File: src/rtl/pipelined_shifter.sv
// Pipelined barrel shifter (SLL/SRL/SRA) with one register stage per log2 shift level
// and a global-stall valid/ready handshake; the last stage register drives the outputs.
module pipelined_shifter #(
    parameter int WIDTH  = 32,
    parameter int LEVELS = $clog2(WIDTH)
) (
    input  logic             clk,
    input  logic             reset,
    input  logic             inValid,
    output logic             inReady,
    input  logic [WIDTH-1:0] dataA,
    input  logic [WIDTH-1:0] dataB,
    input  logic [5:0]       Signal,
    output logic             outValid,
    input  logic             outReady,
    output logic [WIDTH-1:0] dataOut
);

    typedef enum logic [1:0] {
        MODE_SLL = 2'd0,
        MODE_SRL = 2'd1,
        MODE_SRA = 2'd2,
        MODE_INV = 2'd3
    } mode_t;

    logic advance;

    // Request decode
    mode_t             in_mode;
    logic              in_fill;
    logic              in_ovf;
    logic [LEVELS-1:0] in_amt;

    always_comb begin
        in_mode = MODE_INV;
        case (Signal)
            6'b000000: in_mode = MODE_SLL;
            6'b000010: in_mode = MODE_SRL;
            6'b000011: in_mode = MODE_SRA;
            default:   in_mode = MODE_INV;
        endcase
        in_fill = (in_mode == MODE_SRA) && dataA[WIDTH-1];
        in_ovf  = |dataB[WIDTH-1:LEVELS];
        in_amt  = dataB[LEVELS-1:0];
    end

    // Per-stage registers; the last stage only needs valid and data
    logic              valid_reg [LEVELS];
    logic [WIDTH-1:0]  data_reg  [LEVELS];
    mode_t             mode_reg  [LEVELS-1];
    logic              fill_reg  [LEVELS-1];
    logic              ovf_reg   [LEVELS-1];
    logic [LEVELS-1:0] amt_reg   [LEVELS-1];

    // Stage inputs
    logic              src_valid [LEVELS];
    logic [WIDTH-1:0]  src_data  [LEVELS];
    mode_t             src_mode  [LEVELS];
    logic              src_fill  [LEVELS];
    logic              src_ovf   [LEVELS];
    logic [LEVELS-1:0] src_amt   [LEVELS];
    logic [WIDTH-1:0]  shifted   [LEVELS];

    assign outValid = valid_reg[LEVELS-1];
    assign dataOut  = data_reg[LEVELS-1];
    assign advance  = !outValid || outReady;
    assign inReady  = advance;

    generate
        for (genvar gi = 0; gi < LEVELS; gi++) begin : g_stage
            localparam int SH = 1 << gi;

            if (gi == 0) begin : g_src_in
                assign src_valid[gi] = inValid;
                assign src_data[gi]  = dataA;
                assign src_mode[gi]  = in_mode;
                assign src_fill[gi]  = in_fill;
                assign src_ovf[gi]   = in_ovf;
                assign src_amt[gi]   = in_amt;
            end else begin : g_src_reg
                assign src_valid[gi] = valid_reg[gi-1];
                assign src_data[gi]  = data_reg[gi-1];
                assign src_mode[gi]  = mode_reg[gi-1];
                assign src_fill[gi]  = fill_reg[gi-1];
                assign src_ovf[gi]   = ovf_reg[gi-1];
                assign src_amt[gi]   = amt_reg[gi-1];
            end

            // Amount is shifted down one bit per stage, so bit 0 always selects this level
            always_comb begin
                shifted[gi] = src_data[gi];
                if (src_amt[gi][0]) begin
                    if (src_mode[gi] == MODE_SLL)
                        shifted[gi] = {src_data[gi][WIDTH-1-SH:0], {SH{1'b0}}};
                    else
                        shifted[gi] = {{SH{src_fill[gi]}}, src_data[gi][WIDTH-1:SH]};
                end
            end

            if (gi < LEVELS - 1) begin : g_mid
                always_ff @(posedge clk) begin
                    if (reset) begin
                        valid_reg[gi] <= 1'b0;
                        data_reg[gi]  <= '0;
                        mode_reg[gi]  <= MODE_SLL;
                        fill_reg[gi]  <= 1'b0;
                        ovf_reg[gi]   <= 1'b0;
                        amt_reg[gi]   <= '0;
                    end else if (advance) begin
                        valid_reg[gi] <= src_valid[gi];
                        data_reg[gi]  <= shifted[gi];
                        mode_reg[gi]  <= src_mode[gi];
                        fill_reg[gi]  <= src_fill[gi];
                        ovf_reg[gi]   <= src_ovf[gi];
                        amt_reg[gi]   <= {1'b0, src_amt[gi][LEVELS-1:1]};
                    end
                end
            end else begin : g_last
                logic [WIDTH-1:0] final_data;

                always_comb begin
                    final_data = shifted[gi];
                    if (src_mode[gi] == MODE_INV)
                        final_data = '0;
                    else if (src_ovf[gi])
                        final_data = (src_mode[gi] == MODE_SRA) ? {WIDTH{src_fill[gi]}} : '0;
                end

                // Bubbles advance the valid bit but never overwrite the held result
                always_ff @(posedge clk) begin
                    if (reset) begin
                        valid_reg[gi] <= 1'b0;
                        data_reg[gi]  <= '0;
                    end else if (advance) begin
                        valid_reg[gi] <= src_valid[gi];
                        if (src_valid[gi])
                            data_reg[gi] <= final_data;
                    end
                end
            end
        end
    endgenerate

endmodule

File: config.mk
export PLATFORM = sky130hd
export DESIGN_NAME = pipelined_shifter
export DESIGN_NICKNAME = d
export VERILOG_FILES = /design/src/rtl/pipelined_shifter.sv
export SDC_FILE = /design/constraint.sdc
export NUM_CORES = 1
export LEC_CHECK = 0
export CAP_MARGIN = 20
export CORE_MARGIN = 2
export CORE_UTILIZATION = 57
export CTS_BUF_LIST = sky130_fd_sc_hd__clkbuf_8 sky130_fd_sc_hd__clkbuf_16
export CTS_CLUSTER_DIAMETER = 80
export DETAILED_ROUTE_END_ITERATION = 8
export GPL_TIMING_DRIVEN = 0
export PLACE_DENSITY = 0.87
export SLEW_MARGIN = 20
export SYNTH_ARGS = -nofsm -noshare
export SYNTH_HDL_FRONTEND = slang
export SYNTH_SLANG_ARGS = --single-unit
File: constraint.sdc
create_clock -name clk -period 4.33 [get_ports clk]
set_clock_uncertainty 0.2 [all_clocks]
set_input_delay 0.866 -clock clk [delete_from_list [all_inputs] [get_ports clk]]
set_output_delay 0.866 -clock clk [all_outputs]
set_load 0.01 [all_outputs]
# Yosys cells after proc, flatten, opt, wreduce, memory -nomap -nowiden
# Memory sizes are Yosys's and may differ from the RTL's.
# Cells that the tools add are included.
[word_totals]
reg_bits = 0
mem_bits_rw = 197
in_bits = 74
out_inout_bits = 34
elab_cells = 96
mem_count = 6
[classes]
n_eq_ne = 5
n_mux = 49
n_bitwise = 26
reduce_logical = 10
[memory_table]
columns = ["name", "words", "word_bits", "read_ports", "rd_clocked_by_memory_dff", "wr", "line", "rtl"]
rows = [
  ["data_reg", 5, 32, 5, 0, 5, "49", "logic [WIDTH-1:0] data_reg [LEVELS];"],
  ["amt_reg", 4, 4, 4, 0, 4, "53", "logic [LEVELS-1:0] amt_reg [LEVELS-1];"],
  ["mode_reg", 4, 2, 4, 0, 4, "50", "mode_t mode_reg [LEVELS-1];"],
  ["valid_reg", 5, 1, 5, 0, 5, "48", "logic valid_reg [LEVELS];"],
  ["fill_reg", 4, 1, 4, 0, 4, "51", "logic fill_reg [LEVELS-1];"],
  ["ovf_reg", 4, 1, 4, 0, 4, "52", "logic ovf_reg [LEVELS-1];"],
]
[op_table]
columns = ["cell", "n"]
rows = [
  ["two-way mux 32 bit", 18],
  ["OR reduction 27 bit", 1],
  ["OR 1 bit", 26],
  ["two-way mux 1 bit", 22],
  ["two-way mux 4 bit", 4],
  ["equality test 6 x 2 -> 1 bit, second input constant", 2],
  ["zero test 2 bit", 5],
  ["two-way mux 2 bit", 4],
  ["equality test 2 bit, second input constant", 3],
  ["zero test 6 bit", 1],
  ["one-hot mux 2 bit (3 select lines)", 1],
  ["logical AND 1 bit", 1],
  ["zero test 1 bit", 1],
  ["logical OR 1 bit", 1],
]

# Longest topological paths before layout
[depth]
word_depth = 7
depth_mapped = 6
ltp_nobuf = 3

# Least setup slack after synthesis
# Ideal clock, no wire load.
[synth_path]
path_type = "input to register"
startpoint = "input outReady"
endpoint = "memory amt_reg[0][0] (netlist bit) (enable)"
setup_ps = 452
t_arrival_ps = 3081
t_required_ps = 3678
setup_slack_ps = 597
cell_stages = 2
path_buffers = 0
cell_sequence = "nand2b_1 > or2_2"
[synth_rtl]
columns = ["element", "line", "rtl"]
rows = [
  ["from (decl)", "15", "input logic outReady,"],
  ["to (decl)", "53", ""],
]

==> flow_summary_export.csv <==
group,metric,value,unit
outcome,status,"finished clean",
clocking,holdBufCountCts,0,
synthesis,synth_cell_types,30,
power_and_ir_drop,totalPowerFinal,4230,uW
final_layout,drive_gt1_frac,0.0385,
place,hpwl,18100,um
clocking,cts_resized,0,
sta,final-hold-violation-count,0,
synthesis,yosys_most_used_dff,"edfxtp_1",
final_layout,final_cell_area,12100,sq um
synthesis,synth.top_cell.area_share,0.563,
power_and_ir_drop,power_density,349,nW/um^2
place,globalplace.congestion,1.00,
detailed_routing,wl_per_cell,17.8,um
floorplanning,start_util,0.587,
setup_path,critical_path_required,4.25,ns
synthesis,syn_area,10200,sq um
final_layout,final_core_util,0.700,
detailed_routing,detail-route-antenna-nets,0,
hold_path,min_path_type,"flop to flop",
power_and_ir_drop,p_leak,0.00404,uW
power_and_ir_drop,internal-power,3210,uW
sta,relSlewSlack,0.463,
clocking,cts_made_buffers,17,
clocking,clk-insertion-delay-late,0.43,ns
synthesis,yosysTopAreaCell,"edfxtp_1",
detailed_routing,num_vias,8519,
synthesis,synth_area_leaders,"edfxtp_1 56%, a311oi_1 5.8%, nand2_1 4.6%, nor2_1 4.4%, clkbuf_1 3.6%",
synthesis,syn-mean-instance-area,10.2,sq um
clocking,cts_max_path_buffers,2,
final_layout,largest_reg_flops,160,
power_and_ir_drop,pwr-share-comb,0.116,
setup_path,crit_path_end_kind,"flop",
floorplanning,dieWidth,138,um
setup_path,worst-path-buf-inv,4,
sta,min_period,3.22,ns
floorplanning,core_area,17400,sq um
run,cap_violations,0,
synthesis,synth-seq-cells,191,
sta,timing.fmax,311,MHz
clocking,cts_setup_buffers,0,
setup_path,path_delay_family,"buffers and inverters",
final_layout,antenna_cells,0,
setup_path,worst_setup_path_start_kind,"primary input",
clocking,clk_root_buffer_cell,"clkbuf_16",
final_layout,fill_cells,1280,
synthesis,synthArstFlopShare,0,
clocking,path_clk_slew,0.06,ns
global_route,antenna_found_initial,0,
clocking,clkSinkCount,191,
final_layout,final_nets,1203,
global_route,grt_usage,0.268,
floorplanning,io_pins,108,
detailed_routing,firstDrtPassIters,8,
setup_path,cp_common_cell,"clkbuf_1",
floorplanning,fp-row-count,48,
sta,rsz0062_at_grt,"false",
detailed_routing,drt_iter0_drc,810,
global_route,grt_pass1_wl,39100,um
synthesis,netlist_instances,1003,
setup_path,path_class,"primary input to flop",
power_and_ir_drop,vdd_drop_max,292,uV
floorplanning,dieArea,19000,sq um
detailed_routing,drt_wl_total,24300,um
power_and_ir_drop,clkPwrFrac,0.356,
setup_path,critPathMaxFanout,10,
setup_path,worstPathArrival,3.14,ns
final_layout,areaGrowthSynthToFinish,19.2,%
sta,setup_viol,0,
sta,final_max_slew_viol_count,0,
power_and_ir_drop,seq_power_share,0.527,
synthesis,synth_edf_count,191,
synthesis,synth-seq-area-share,0.563,
global_route,grt_remaining_overflow,0,
global_route,grt_pass1_vias,7898,
clocking,cts_tree,"yes",
place,place_area,11600,sq um
clocking,htree_levels,4,
global_route,grt_max_degree,47,
setup_path,crit_chain,"clkdlybuf4s50_1 > nand2b_1 > nand2b_1 > clkbuf_1 > clkbuf_1 > clkbuf_1 > a21oi_1",
power_and_ir_drop,p_sw_frac,0.243,
power_and_ir_drop,p_switching,1030,uW
detailed_routing,vias_per_cell,6.23,
synthesis,ys_warn_count,0,
sta,worst_slew_pin_slew,0.803,ns
place,port_buffers,104,
detailed_routing,post-route-drc-count,0,
setup_path,crit_path_max_incr_delay,0.62,ns
sta,finalCritPeriodShare,0.743,
floorplanning,die_h,138,um
setup_path,cp_slowest_cell,"clkbuf_1",
synthesis,syn_nets,1077,
==> through the flow <==
stage          instances  TNS, ns  hold WS (ns)  worst slack [ns]
6_report            1367        0         0.317              1.11
3_5_place_dp        1335        0         0.302             0.628
5_1_grt             1367        0         0.334             0.956
3_3_place_gp        1332   -48.67         0.299            -0.318
4_1_cts             1367        0         0.318              1.08
2_1_floorplan       1003        0         0.297             0.597
==> worst paths after layout <==
| path | startpoint | end | slack (ns) | cells past startpoint |
|---|---|---|---|---|
| worst max-delay path | outReady | data_reg[3][0] | 1.11 | 7 |
| worst min-delay path | valid_reg[1] | valid_reg[2] | 0.32 | 1 |
| worst min register to register | valid_reg[1] | valid_reg[2] | 0.32 | 1 |
| worst max register to register | valid_reg[4] | data_reg[3][0] | 1.67 | 6 |
==> logic make-up after synthesis <==
family,Yosys count,share of synthesized area
simple gates,354,0.159
compound gates,321,0.225
flops,191,0.563
buf+inv,137,0.0534
==> worst reg2reg max path, stage by stage, from the launching register on <==
cell and delay, ns:
edfxtp_1 0.35, nand2b_1 0.15, nand2b_1 0.12, clkbuf_1 0.21, clkbuf_1 0.48, clkbuf_1 0.62, a21oi_1 0.23
==> cells in the mapped netlist, drive strengths merged, types with 2 or more instances <==
library cell and instances:
a21oi 46, a211oi 44, edfxtp 191, nor2b 2, nand2b 33, or2 4, buf 7, nor3b 16
nand3 13, and2 27, nor4 7, clkbuf 99, nand2 126, a31oi 16, inv 31, o211ai 19
a311oi 68, o21a 5, nor3 2, nand4b 2, o21ai 74, nor2 119, a21o 17, o41a 30
==> final cells by class <==
| type | instances | area [sq um] | area share |
|---|---|---|---|
| tap | 225 | 282 | 0.0232 |
| clock buffer | 17 | 425 | 0.0350 |
| sequential | 191 | 5740 | 0.472 |
| clock inverter | 15 | 145 | 0.0120 |
| multi-input combinational | 675 | 3910 | 0.322 |
| buffer | 106 | 428 | 0.0352 |
| timing repair buffer | 107 | 1100 | 0.0907 |
| inverter | 31 | 116 | 0.00958 |
==> power by group through the flow <==
| stage | Clock [uW] | Sequential, uW | Combinational [uW] |
|---|---|---|---|
| after floorplan | 0 | 2250 | 288 |
| after global placement | 0 | 2270 | 470 |
| after detailed placement | 0 | 2270 | 483 |
| after CTS | 1510 | 2230 | 485 |
| after global routing | 1590 | 2240 | 543 |
| final | 1510 | 2230 | 493 |
==> routing by layer <==
| layer | global-route usage | routed length [um] | vias up |
|---|---|---|---|
| li1 | - | - | 4003 |
| met1 | 0.295 | 8860 | 3935 |
| met2 | 0.485 | 12800 | 476 |
| met3 | 0.0541 | 1560 | 105 |
| met4 | 0.147 | 1150 | 0 |
| met5 | 0 | 0 | - |
==> cells in the final DEF, fill, tap and decap left out, types with 4 or more instances in the layout <==
cell type / netlist / final
edfxtp_1: 191 / 191
nand2_1: 126 / 126
nor2_1: 119 / 119
clkdlybuf4s50_1: 0 / 104
clkbuf_1: 99 / 99
o21ai_0: 74 / 74
a311oi_1: 68 / 68
a21oi_1: 46 / 46
a211oi_1: 44 / 44
nand2b_1: 33 / 33
inv_1: 31 / 33
o41a_1: 30 / 30
and2_1: 27 / 27
o211ai_1: 19 / 19
clkbuf_16: 0 / 17
nor3b_1: 16 / 16
a31oi_1: 16 / 16
a21o_1: 17 / 16
nand3_1: 13 / 13
nor4_1: 7 / 7
o21a_1: 5 / 5
buf_6: 4 / 4
clkinv_2: 0 / 4
Note: power is estimated with default switching activity, not from simulation.
